==> src/rtl/bus_addr_pkg.sv <==
// Shared types and helpers for the bus address sequencer.
// Holds the FSM state enum, the burst-type codes and a power-of-two check.
package bus_addr_pkg;

    typedef enum logic {
        IDLE  = 1'b0,
        BURST = 1'b1
    } state_t;

    localparam logic BURST_INCR = 1'b0;
    localparam logic BURST_WRAP = 1'b1;

    function automatic logic is_pow2(input logic [31:0] v);
        return (v != 32'd0) && ((v & (v - 32'd1)) == 32'd0);
    endfunction

endpackage

==> src/rtl/bus_wrap_mask.sv <==
// Wrap-window mask for a burst: (len+1)*STEP-1 for a legal wrapping burst,
// all ones otherwise. Ports: len, wrap in; mask out (combinational).
module bus_wrap_mask
    import bus_addr_pkg::*;
#(
    parameter int WIDTH = 64,
    parameter int LEN_W = 4,
    parameter int STEP  = 8
) (
    input  logic [LEN_W-1:0] len,
    input  logic             wrap,
    output logic [WIDTH-1:0] mask
);

    localparam logic [WIDTH-1:0] STEP_W = WIDTH'(STEP);

    logic [31:0]      beats;
    logic [WIDTH-1:0] span;

    assign beats = 32'(len) + 32'd1;
    assign span  = WIDTH'(beats) * STEP_W;

    // A non power-of-two beat count degrades to an incrementing burst.
    assign mask = (wrap == BURST_WRAP && is_pow2(beats))
                ? span - WIDTH'(1)
                : '1;

endmodule

==> src/rtl/bus_addr_seq.sv <==
// Burst address sequencer: loadable address, strided stepping, beat counter,
// incrementing/wrapping bursts. Ports: Clk, Reset, ld/Din, start/len/wrap,
// adv, oe in; Dout (gated address), busy, last, done out.
module bus_addr_seq
    import bus_addr_pkg::*;
#(
    parameter int WIDTH = 64,
    parameter int LEN_W = 4,
    parameter int STEP  = 8
) (
    input  logic             Clk,
    input  logic             Reset,
    input  logic             ld,
    input  logic [WIDTH-1:0] Din,
    input  logic             start,
    input  logic [LEN_W-1:0] len,
    input  logic             wrap,
    input  logic             adv,
    input  logic             oe,
    output logic [WIDTH-1:0] Dout,
    output logic             busy,
    output logic             last,
    output logic             done
);

    localparam logic [WIDTH-1:0] STEP_W = WIDTH'(STEP);

    state_t           state;
    logic [WIDTH-1:0] addr;
    logic [LEN_W-1:0] rem;
    logic             wrap_q;
    logic [WIDTH-1:0] mask_q;
    logic [WIDTH-1:0] mask_d;
    logic [WIDTH-1:0] inc_addr;
    logic [WIDTH-1:0] next_addr;

    bus_wrap_mask #(
        .WIDTH (WIDTH),
        .LEN_W (LEN_W),
        .STEP  (STEP)
    ) u_mask (
        .len   (len),
        .wrap  (wrap),
        .mask  (mask_d)
    );

    assign inc_addr = addr + STEP_W;

    // Bits above the window hold; bits inside it roll over.
    assign next_addr = (wrap_q == BURST_WRAP)
                     ? ((addr & ~mask_q) | (inc_addr & mask_q))
                     : inc_addr;

    always_ff @(posedge Clk or posedge Reset) begin
        if (Reset) begin
            state  <= IDLE;
            addr   <= '0;
            rem    <= '0;
            wrap_q <= BURST_INCR;
            mask_q <= '0;
            done   <= 1'b0;
        end else begin
            done <= 1'b0;
            if (ld) begin
                addr  <= Din;
                state <= IDLE;
                rem   <= '0;
            end else if (start && state == IDLE) begin
                rem    <= len;
                wrap_q <= wrap;
                mask_q <= mask_d;
                state  <= BURST;
            end else if (adv) begin
                if (state == IDLE) begin
                    addr <= inc_addr;
                end else begin
                    addr <= next_addr;
                    if (rem == '0) begin
                        state <= IDLE;
                        done  <= 1'b1;
                    end else begin
                        rem <= rem - LEN_W'(1);
                    end
                end
            end
        end
    end

    assign busy = (state == BURST);
    assign last = busy && (rem == '0);
    assign Dout = oe ? addr : '0;

endmodule

==> config.mk <==
export PLATFORM = sky130hd
export DESIGN_NAME = bus_addr_seq
export DESIGN_NICKNAME = d
export VERILOG_FILES = /design/src/rtl/bus_addr_pkg.sv /design/src/rtl/bus_wrap_mask.sv /design/src/rtl/bus_addr_seq.sv
export SDC_FILE = /design/constraint.sdc
export NUM_CORES = 1
export LEC_CHECK = 0
export BUFFER_PORTS_ARGS = -buffer_cell sky130_fd_sc_hd__buf_2
export CORE_MARGIN = 2
export CORE_UTILIZATION = 49
export CTS_CLUSTER_DIAMETER = 50
export DETAILED_ROUTE_END_ITERATION = 10
export PLACE_DENSITY = 0.77
export SLEW_MARGIN = 20
export SYNTH_ARGS = -nofsm -noshare
export SYNTH_HDL_FRONTEND = slang
export SYNTH_SLANG_ARGS = --single-unit
export TNS_END_PERCENT = 50
==> constraint.sdc <==
create_clock -name Clk -period 2.65 [get_ports Clk]
set_clock_uncertainty 0.05 [all_clocks]
set_input_delay 0.53 -clock Clk [delete_from_list [all_inputs] [get_ports Clk]]
set_output_delay 0.53 -clock Clk [all_outputs]
set_load 0.005 [all_outputs]
==> qor.txt, run 1 <==
Total congestion overflow: 0
Drt wl/cell: 19.2 um
CTS Buf Count: 9
Postcts setup bufs: 0
RSZ-0062 raised after global routing: no
Ys flop type: dfrtp_1
Crit path launch: addr[3]
Sequential Area: 2000 um2
Mapped Area: 5740 um2
CP max stage cell: or3_1
Vias in the first global route: 6260
VDD IR-drop max: 0.520 mV
Post-synth EDFFs: 0
Final Cell Area: 7160 um2
Routability cong.: 0.963
Die H: 112 um
Total power: 3790 uW
Worst EP arrival: 2730 ps
Element type at the critical path start: register
CP Max Fanout: 9
Clock Pin Slew Worst Setup and Hold Paths: 60 ps
Reg-to-Reg Start: addr[3]
Die area: 12600 um2
M2 GR Usage: 51.7%
Fin nets: 963
Area contributors post-synth: dfrtp_1 35%, and2_1 7.4%, nand2_1 4.9%
Via Count: 6593
Top Usage Layer GRT: met2
# H-tree levels: 3
Top-count cell post-synth: dfrtp_1
Max Root-Sink Buffers: 2
DP Area: 6860 um2
Mapped Nets: 802
Hold WS: 188 ps
CP Cell Sequence: ha_1 > and4_1 > nand3_1 > or3_1 > or4_1 > nand3_1
Cell depth of the worst flop-to-flop path: 6
Top cell type's share of synthesized area: 34.9%
Clock root buffer: clkbuf_16
Post-CTS Hold Buffers: 0
Max-Cap Viols: 0
Cells after synthesis: 716
Initial Util: 50.3%
Layout cells sized above 1: 24.9%
Die Wd: 112 um
Slew headroom: 40.8%
Area of the core: 11400 um2
Ys async rst share: 100%
Boundary pin count: 142
Critical Path Sink Type: register
Pre-antenna DRT Iters: 5
Met1 usage: 41.6%
Met3 Use GR: 6.64%
Initial antenna violation count: 0
Largest net degree at the start of global routing: 65
Insertion delay to the later sink of the worst-skew pair: 360 ps
Outcome: complete, no violations
DRT iter0 DRCs: 677
# clock sinks: 80
Post-route DRC violation count: 0
First-pass GRT wire length: 31900 um
Final Slew Violations: 0
Total Wirelength: 19700 um
Syn. warnings: 0
F_max: 401 MHz
Synth area leader: dfrtp_1
HP Class: in -> async
Port bufs: 141
#FFs+latches synth: 80
Sequential-to-total area share from yosys stat: 34.9%
Worst-Margin Slew: 879 ps
Diode count: 0
Cell row count: 39
Fin crit period: 2490 ps
Multi-input gate area: 3510 um2
# fillers: 1022
Total GRT Usage: 31.7%
Final Core Density: 62.7%
Post-route clock period utilization: 94.0%
Netlist cell types: 62
Worst Path Required: 2890 ps
CTS tree: built
Synth cell count leaders: 80 x dfrtp_1, 75 x nand2_1, 68 x and2_1
Hold Fails Final Rpt: 0
HPWL Detailed: 14300 um
Synthesized area per cell: 8.02 um2
Post-route ant nets: 0
CP most frequent cell: nand3_1
Final setup fails: 0
Leak Pwr: 0.00315 uW
Reg2reg setup slack: 160 ps
Cts repair resizes: 0
P per Cell Area: 529 nW/um2
Detailed-route vias per instance: 6.43
Worst path max stage delay: 580 ps
Area Growth Syn to Fin: 24.8%
Critical Setup Path Class: reg -> reg
[cells in the final DEF, fill, tap and decap left out, types with 20 or more instances in the layout]
master and n:
buf_2 141, dfrtp_1 80, nand2_1 75, and2_1 68, o21ai_0 55, nor2_1 49
nand3_1 46, buf_4 45, nand4_1 29, a21oi_1 22, nor3_1 22, inv_1 20
[logic make-up after synthesis]
group           synth area share [%]
buf+inv                         3.95
compound gates                  20.7
mux                             1.13
flops                           34.9
simple gates                    36.2
xor+xnor                       0.763
fa+ha+maj                       2.40
[critical path, delay by kind of cell, from the launching register on]
kind / cells / cell delay [ps]
adder cells (fa/ha/maj): 1 / 260
flip-flops: 1 / 420
AND/OR/NAND/NOR: 5 / 1690
[how the worst min path moves through the flow]
stage,startpoint,end,slack (ps),cells after the start
6_report,Reset,asynchronous set/reset pin,190,2
5_1_grt,Reset,asynchronous set/reset pin,230,2
4_1_cts,Reset,asynchronous set/reset pin,200,2
3_5_place_dp,addr[2],addr[2],440,1
3_3_place_gp,addr[2],addr[2],430,1
2_1_floorplan,addr[0],addr[0],420,1
[power breakdown]
group,internal [uW],switching [uW]
clock,778,536
combinational,389,490
sequential,1370,223
[per-stage QoR]
step	cells	worst slack [ps]	TNS [ps]
finish	1025	159	0
global route	1025	45.4	0
CTS	1025	214	0
detailed placement	1009	-15.1	-18.7
global placement	1009	29.9	0
floorplan	716	18.3	0
[metal layers]
metal	part of all wire, %	vias up
met2	49	341
met3	8.5	52
met4	2.6	0
li1	-	3008
met1	40	3192
met5	0	-
[cell type report]
class	instances	share of cell area (%)
Sequential cell	80	27.9
Clock inverter	5	0.769
Clock buffer	11	3.53
Tap cell	143	2.50
Timing Repair Buffer	188	15.1
Inverter	21	1.12
Multi-Input combinational cell	577	49.0
(Power assumes the default switching activity.)
==> inputs of run 2 (changes only) <==
--- a/config.mk
+++ b/config.mk
@@ -7,10 +7,11 @@
 export LEC_CHECK = 0
 export BUFFER_PORTS_ARGS = -buffer_cell sky130_fd_sc_hd__buf_2
 export CORE_MARGIN = 2
-export CORE_UTILIZATION = 49
+export CORE_UTILIZATION = 50
 export CTS_CLUSTER_DIAMETER = 50
 export DETAILED_ROUTE_END_ITERATION = 10
-export PLACE_DENSITY = 0.77
+export PLACE_DENSITY = 0.76
+export SKIP_CTS_REPAIR_TIMING = 1
 export SLEW_MARGIN = 20
 export SYNTH_ARGS = -nofsm -noshare
 export SYNTH_HDL_FRONTEND = slang
==> constraint.sdc (replaced) <==
create_clock -name Clk -period 2.91 [get_ports Clk]
set_clock_uncertainty 0.05 [all_clocks]
set_input_delay 0.582 -clock Clk [delete_from_list [all_inputs] [get_ports Clk]]
set_output_delay 0.582 -clock Clk [all_outputs]
set_load 0.005 [all_outputs]
==> qor.txt, run 2 (synthesis gave the netlist of run 1 again) <==
Outcome: complete, no violations
Post-route setup TNS: 0 ps (unchanged)
Total congestion overflow: 0 (unchanged)
P per Cell Area: 484 nW/um2 (-8.4%)
Port bufs: 141 (unchanged)
Boundary pin count: 142 (unchanged)
Slew headroom: 24.4% (-16 points)
Initial Util: 50.7% (+0.43 points)
Pre-antenna DRT Iters: 5 (unchanged)
Die H: 111 um (-0.97%)
HPWL Detailed: 13800 um (-3.2%)
Routability cong.: 0.940 (-2.4%)
Detailed-route vias per instance: 6.33 (-1.6%)
Layout cells sized above 1: 23.1% (-1.9 points)
HP Class: in -> async
Fin nets: 944 (-2.0%)
Fin crit period: 2640 ps
# fillers: 1029 (+0.68%)
Dpl ws: -44.3 ps (-29.2 ps)
Cell row count: 39 (unchanged)
Placed insts: 990 (-1.9%)
Initial antenna violation count: 0 (unchanged)
Critical Path Sink Type: register
Clock root buffer: clkbuf_16
Critical Setup Path Class: in -> reg
DRT iter0 DRCs: 481 (-29%)
# clock sinks: 80 (unchanged)
Vias in the first global route: 6064 (-3.1%)
Clock Pin Slew Worst Setup and Hold Paths: 60 ps (about the same)
F_max: 379 MHz
Worst Setup Slack, final: 273 ps (+114 ps)
Die area: 12400 um2 (-1.9%)
Total power: 3390 uW (-10%)
Drt wl/cell: 18.9 um (-1.6%)
Diode count: 0 (unchanged)
Hold Fails Final Rpt: 0 (unchanged)
RSZ-0062 raised after global routing: no
# H-tree levels: 3 (unchanged)
Worst Path Required: 3070 ps (+180 ps)
Insertion delay to the later sink of the worst-skew pair: 340 ps (-20 ps)
Area of the core: 11300 um2 (-0.85%)
First-pass GRT wire length: 30800 um (-3.2%)
Largest net degree at the start of global routing: 73 (+12%)
CTS Buf Count: 9 (unchanged)
Worst EP arrival: 2800 ps (+70 ps)
Post-route ant nets: 0 (unchanged)
Commonest non-fill, non-tap cell in the layout: buf_2
CTS tree: built
Max-Cap Viols: 0 (unchanged)
VDD IR-drop max: 0.332 mV (-36%)
Total Wirelength: 19000 um (-3.5%)
Most frequent cells in the layout: 141 x buf_2, 80 x dfrtp_1, 75 x nand2_1
Via Count: 6367 (-3.4%)
Total GRT Usage: 30.9% (-0.85 points)
Final Slew Violations: 0 (unchanged)
Post-route clock period utilization: 90.6%
CP Max Fanout: 5 (-4)
Element type at the critical path start: primary input
Final setup fails: 0 (unchanged)
Final Cell Area: 7000 um2 (-2.3%)
Area Growth Syn to Fin: 22.0%
Die Wd: 111 um (-0.97%)
Max Root-Sink Buffers: 2 (unchanged)
Leak Pwr: 0.00306 uW (-3.0%)
Layout Cells excl Fill: 1006 (-1.9%)
DP Area: 6700 um2 (-2.3%)
Worst-Margin Slew: 1130 ps (+249 ps)
Post-route DRC violation count: 0 (unchanged)
run 2: report_power, final:
group          switching (uW)  internal [uW]  leakage [uW]
clock                     458            710      0.000150
combinational             421            333       0.00196
sequential                220           1250      0.000946
total                    1100           2290       0.00306
run 2: worst max-delay path: stages:
cell     delay (ps)
buf_2           130
ha_1            180
inv_1            70
ha_1            290
inv_1            50
or3_1           410
ha_1            210
nor4_1          190
nand3_1         150
a31oi_1         390
a21oi_1         140
run 2: final cells by class:
type                       count  area [um2]  area share (%)
sequential                    80        2000            28.6
inverter                      21        80.1            1.14
multi-input combinational    577        3510            50.2
tap                          143         179            2.56
clock buffer                  13         260            3.72
clock inverter                 3        40.0           0.572
timing repair buffer         169         928            13.3
run 2: stage by stage:
step	hold slack, ps	util, %
global route	242	61.8
finish	205	61.8
floorplan	422	-
global placement	432	59.2
detailed placement	438	59.2
CTS	222	61.8
run 2: path summary, 6_finish.rpt:
| kind | slack [ps] | to | startpoint | cells after the start |
|---|---|---|---|---|
| worst max register to register | 320 | register | register | 5 |
| worst min-delay path | 200 | asynchronous set/reset pin | Reset | 2 |
| worst max-delay path | 270 | mask_q[6] | len[1] | 11 |
| min in group Clk | 400 | register | Din[51] | 3 |
| worst min register to register | 440 | addr[1] | addr[1] | 1 |
| max in group asynchronous | 1930 | asynchronous set/reset pin | Reset | 3 |
run 2: per-layer routing:
metal  vias up  part of all wire [%]  wire length (um)  global-route usage, %
li1       2961                     -                 -                      -
met1      3081                    42              8020                   41.0
met2       282                    49              9260                   51.1
met3        43                   6.5              1250                   4.37
met4         0                   2.7               519                   12.7
met5         -                     0                 0                      0
==> inputs of run 3 (changes only) <==
--- a/config.mk
+++ b/config.mk
@@ -6,11 +6,13 @@
 export NUM_CORES = 1
 export LEC_CHECK = 0
 export BUFFER_PORTS_ARGS = -buffer_cell sky130_fd_sc_hd__buf_2
+export CELL_PAD_IN_SITES_DETAIL_PLACEMENT = 1
+export CELL_PAD_IN_SITES_GLOBAL_PLACEMENT = 2
 export CORE_MARGIN = 2
-export CORE_UTILIZATION = 50
+export CORE_UTILIZATION = 33
 export CTS_CLUSTER_DIAMETER = 50
 export DETAILED_ROUTE_END_ITERATION = 10
-export PLACE_DENSITY = 0.76
+export PLACE_DENSITY = 0.85
 export SKIP_CTS_REPAIR_TIMING = 1
 export SLEW_MARGIN = 20
 export SYNTH_ARGS = -nofsm -noshare
==> qor.txt, run 3 (synthesis gave the netlist of run 1 again) <==
Commonest non-fill, non-tap cell in the layout: buf_2
CP max stage cell: or3_1
DRT iter0 DRCs: 364 (-24%)
Die Wd: 136 um (+22%)
Cell row count: 48 (+23%)
Fin crit period: 2670 ps (+37.5 ps)
Max-Cap Viols: 0 (unchanged)
Reg-to-Reg Start: addr[3]
RSZ-0062 raised after global routing: no
Most frequent cells in the layout: 141 x buf_2, 80 x dfrtp_1, 75 x nand2_1
CP Max Fanout: 5 (unchanged)
Flop pwr share: 41.0% (-2.3 points)
Pre-antenna DRT Iters: 5 (unchanged)
Die area: 18500 um2 (+49%)
Initial antenna violation count: 0 (unchanged)
Diode count: 0 (unchanged)
# H-tree levels: 3 (unchanged)
Total Wirelength: 21900 um (+15%)
Routability cong.: 0.890 (-5.3%)
Total power: 3590 uW (+5.9%)
Insertion delay to the later sink of the worst-skew pair: 340 ps (about the same)
Total GRT Usage: 24.1% (-6.8 points)
Switching Power: 1150 uW (+4.3%)
Worst-Margin Slew: 681 ps (-447 ps)
Worst EP arrival: 2840 ps (+40 ps)
Via Count: 6351 (-0.25%)
Final setup fails: 0 (unchanged)
Layout cells sized above 1: 23.5% (+0.44 points)
Clock Power Share: 37.5% (+3.1 points)
Clock root buffer: clkbuf_16
Buf/Inv on CP: 3 (unchanged)
Area of the core: 17200 um2 (+52%)
DP Area: 6850 um2 (+2.2%)
Final Slew Violations: 0 (unchanged)
Max Root-Sink Buffers: 2 (unchanged)
Area Growth Syn to Fin: 25.2%
Fin nets: 950 (+0.64%)
HPWL Detailed: 16300 um (+18%)
Delay-heaviest family, CP: simple AND/OR/NAND/NOR gates
Boundary pin count: 142 (unchanged)
Detailed-route vias per instance: 5.81 (-8.2%)
Cell depth of the worst flop-to-flop path: 6 (+1)
Worst Path Required: 3070 ps (about the same)
Clock Pin Slew Worst Setup and Hold Paths: 70 ps (about the same)
Vias in the first global route: 6552 (+8.0%)
Port bufs: 141 (unchanged)
Critical Setup Path Class: in -> reg
Sw Share: 31.9% (-0.49 points)
F_max: 374 MHz (-1.4%)
Critical Path Sink Type: register
Slew headroom: 54.3% (+30 points)
VDD IR-drop max: 0.290 mV (-13%)
First-pass GRT wire length: 35100 um (+14%)
CP Cell Sequence: buf_2 > ha_1 > inv_1 > ha_1 > inv_1 > or3_1 > ha_1 > nor4_1 > nand3_1 > a31oi_1 > a21oi_1
Post-route clock period utilization: 91.9% (+1.3 points)
Hold Fails Final Rpt: 0 (unchanged)
Outcome: complete, no violations
Reg2reg setup slack: 250 ps (-70 ps)
CTS Buf Count: 9 (unchanged)
Leak Pwr: 0.00310 uW (+1.4%)
Element type at the critical path start: primary input
Post-route DRC violation count: 0 (unchanged)
CP most frequent cell: ha_1
Total congestion overflow: 0 (unchanged)
Die H: 136 um (+22%)
Final Cell Area: 7180 um2 (+2.6%)
Drt wl/cell: 20.1 um (+6.0%)
Worst path max stage delay: 430 ps (+20 ps)
CTS tree: built
# clock sinks: 80 (unchanged)
HP Class: in -> async
Comb pwr share: 21.5% (-0.7 points)
P_int: 2440 uW (+6.6%)
Initial Util: 33.4% (-17 points)
Post-route ant nets: 0 (unchanged)
P per Cell Area: 500 nW/um2 (+3.1%)
Largest net degree at the start of global routing: 94 (+29%)
==> run 3: metal layers <==
metal | GRT usage [%] | share of wire [%]
met5 | 0 | 0
met4 | 7.52 | 1.9
met3 | 2.65 | 4.5
met2 | 42.1 | 50
met1 | 31.2 | 43
==> run 3: power by group through the flow <==
stage / combinational (uW) / clock [uW] / sequential (uW)
after floorplan: 489 / 0 / 1390
after global placement: 740 / 0 / 1470
after detailed placement: 773 / 0 / 1490
after CTS: 777 / 1360 / 1470
after global routing: 864 / 1410 / 1500
final: 771 / 1350 / 1470
==> run 3: worst max-delay path by stage <==
stage,slack [ps],cells past startpoint,startpoint,to
floorplan,230,1,Reset,asynchronous set/reset pin
global placement,70,11,len[1],mask_q[3]
detailed placement,-110,11,len[1],mask_q[3]
CTS,260,5,register,register
global route,30,11,len[1],mask_q[3]
finish,240,11,len[1],mask_q[3]
==> run 3: final cells by class <==
cell class / instances / area (um2)
clock inverters: 3 / 90.1
multi-input cells: 577 / 3510
fillers: 2163 / 9990
inverters: 21 / 80.1
clock buffers: 12 / 246
well taps: 225 / 282
flip-flops and latches: 80 / 2000
repair buffers: 175 / 973
==> run 3: metrics by stage <==
| stage | setup slack (ps) | utilization [%] | cells | hold WS, ps | setup TNS (ps) |
|---|---|---|---|---|---|
| 2_1_floorplan | 226 | - | 716 | 422 | 0 |
| 3_3_place_gp | 71.9 | 39.9 | 1078 | 430 | 0 |
| 3_5_place_dp | -105 | 39.9 | 1078 | 443 | -457 |
| 4_1_cts | 256 | 41.8 | 1093 | 241 | 0 |
| 5_1_grt | 32.2 | 41.8 | 1093 | 264 | 0 |
| 6_report | 235 | 41.8 | 1093 | 231 | 0 |
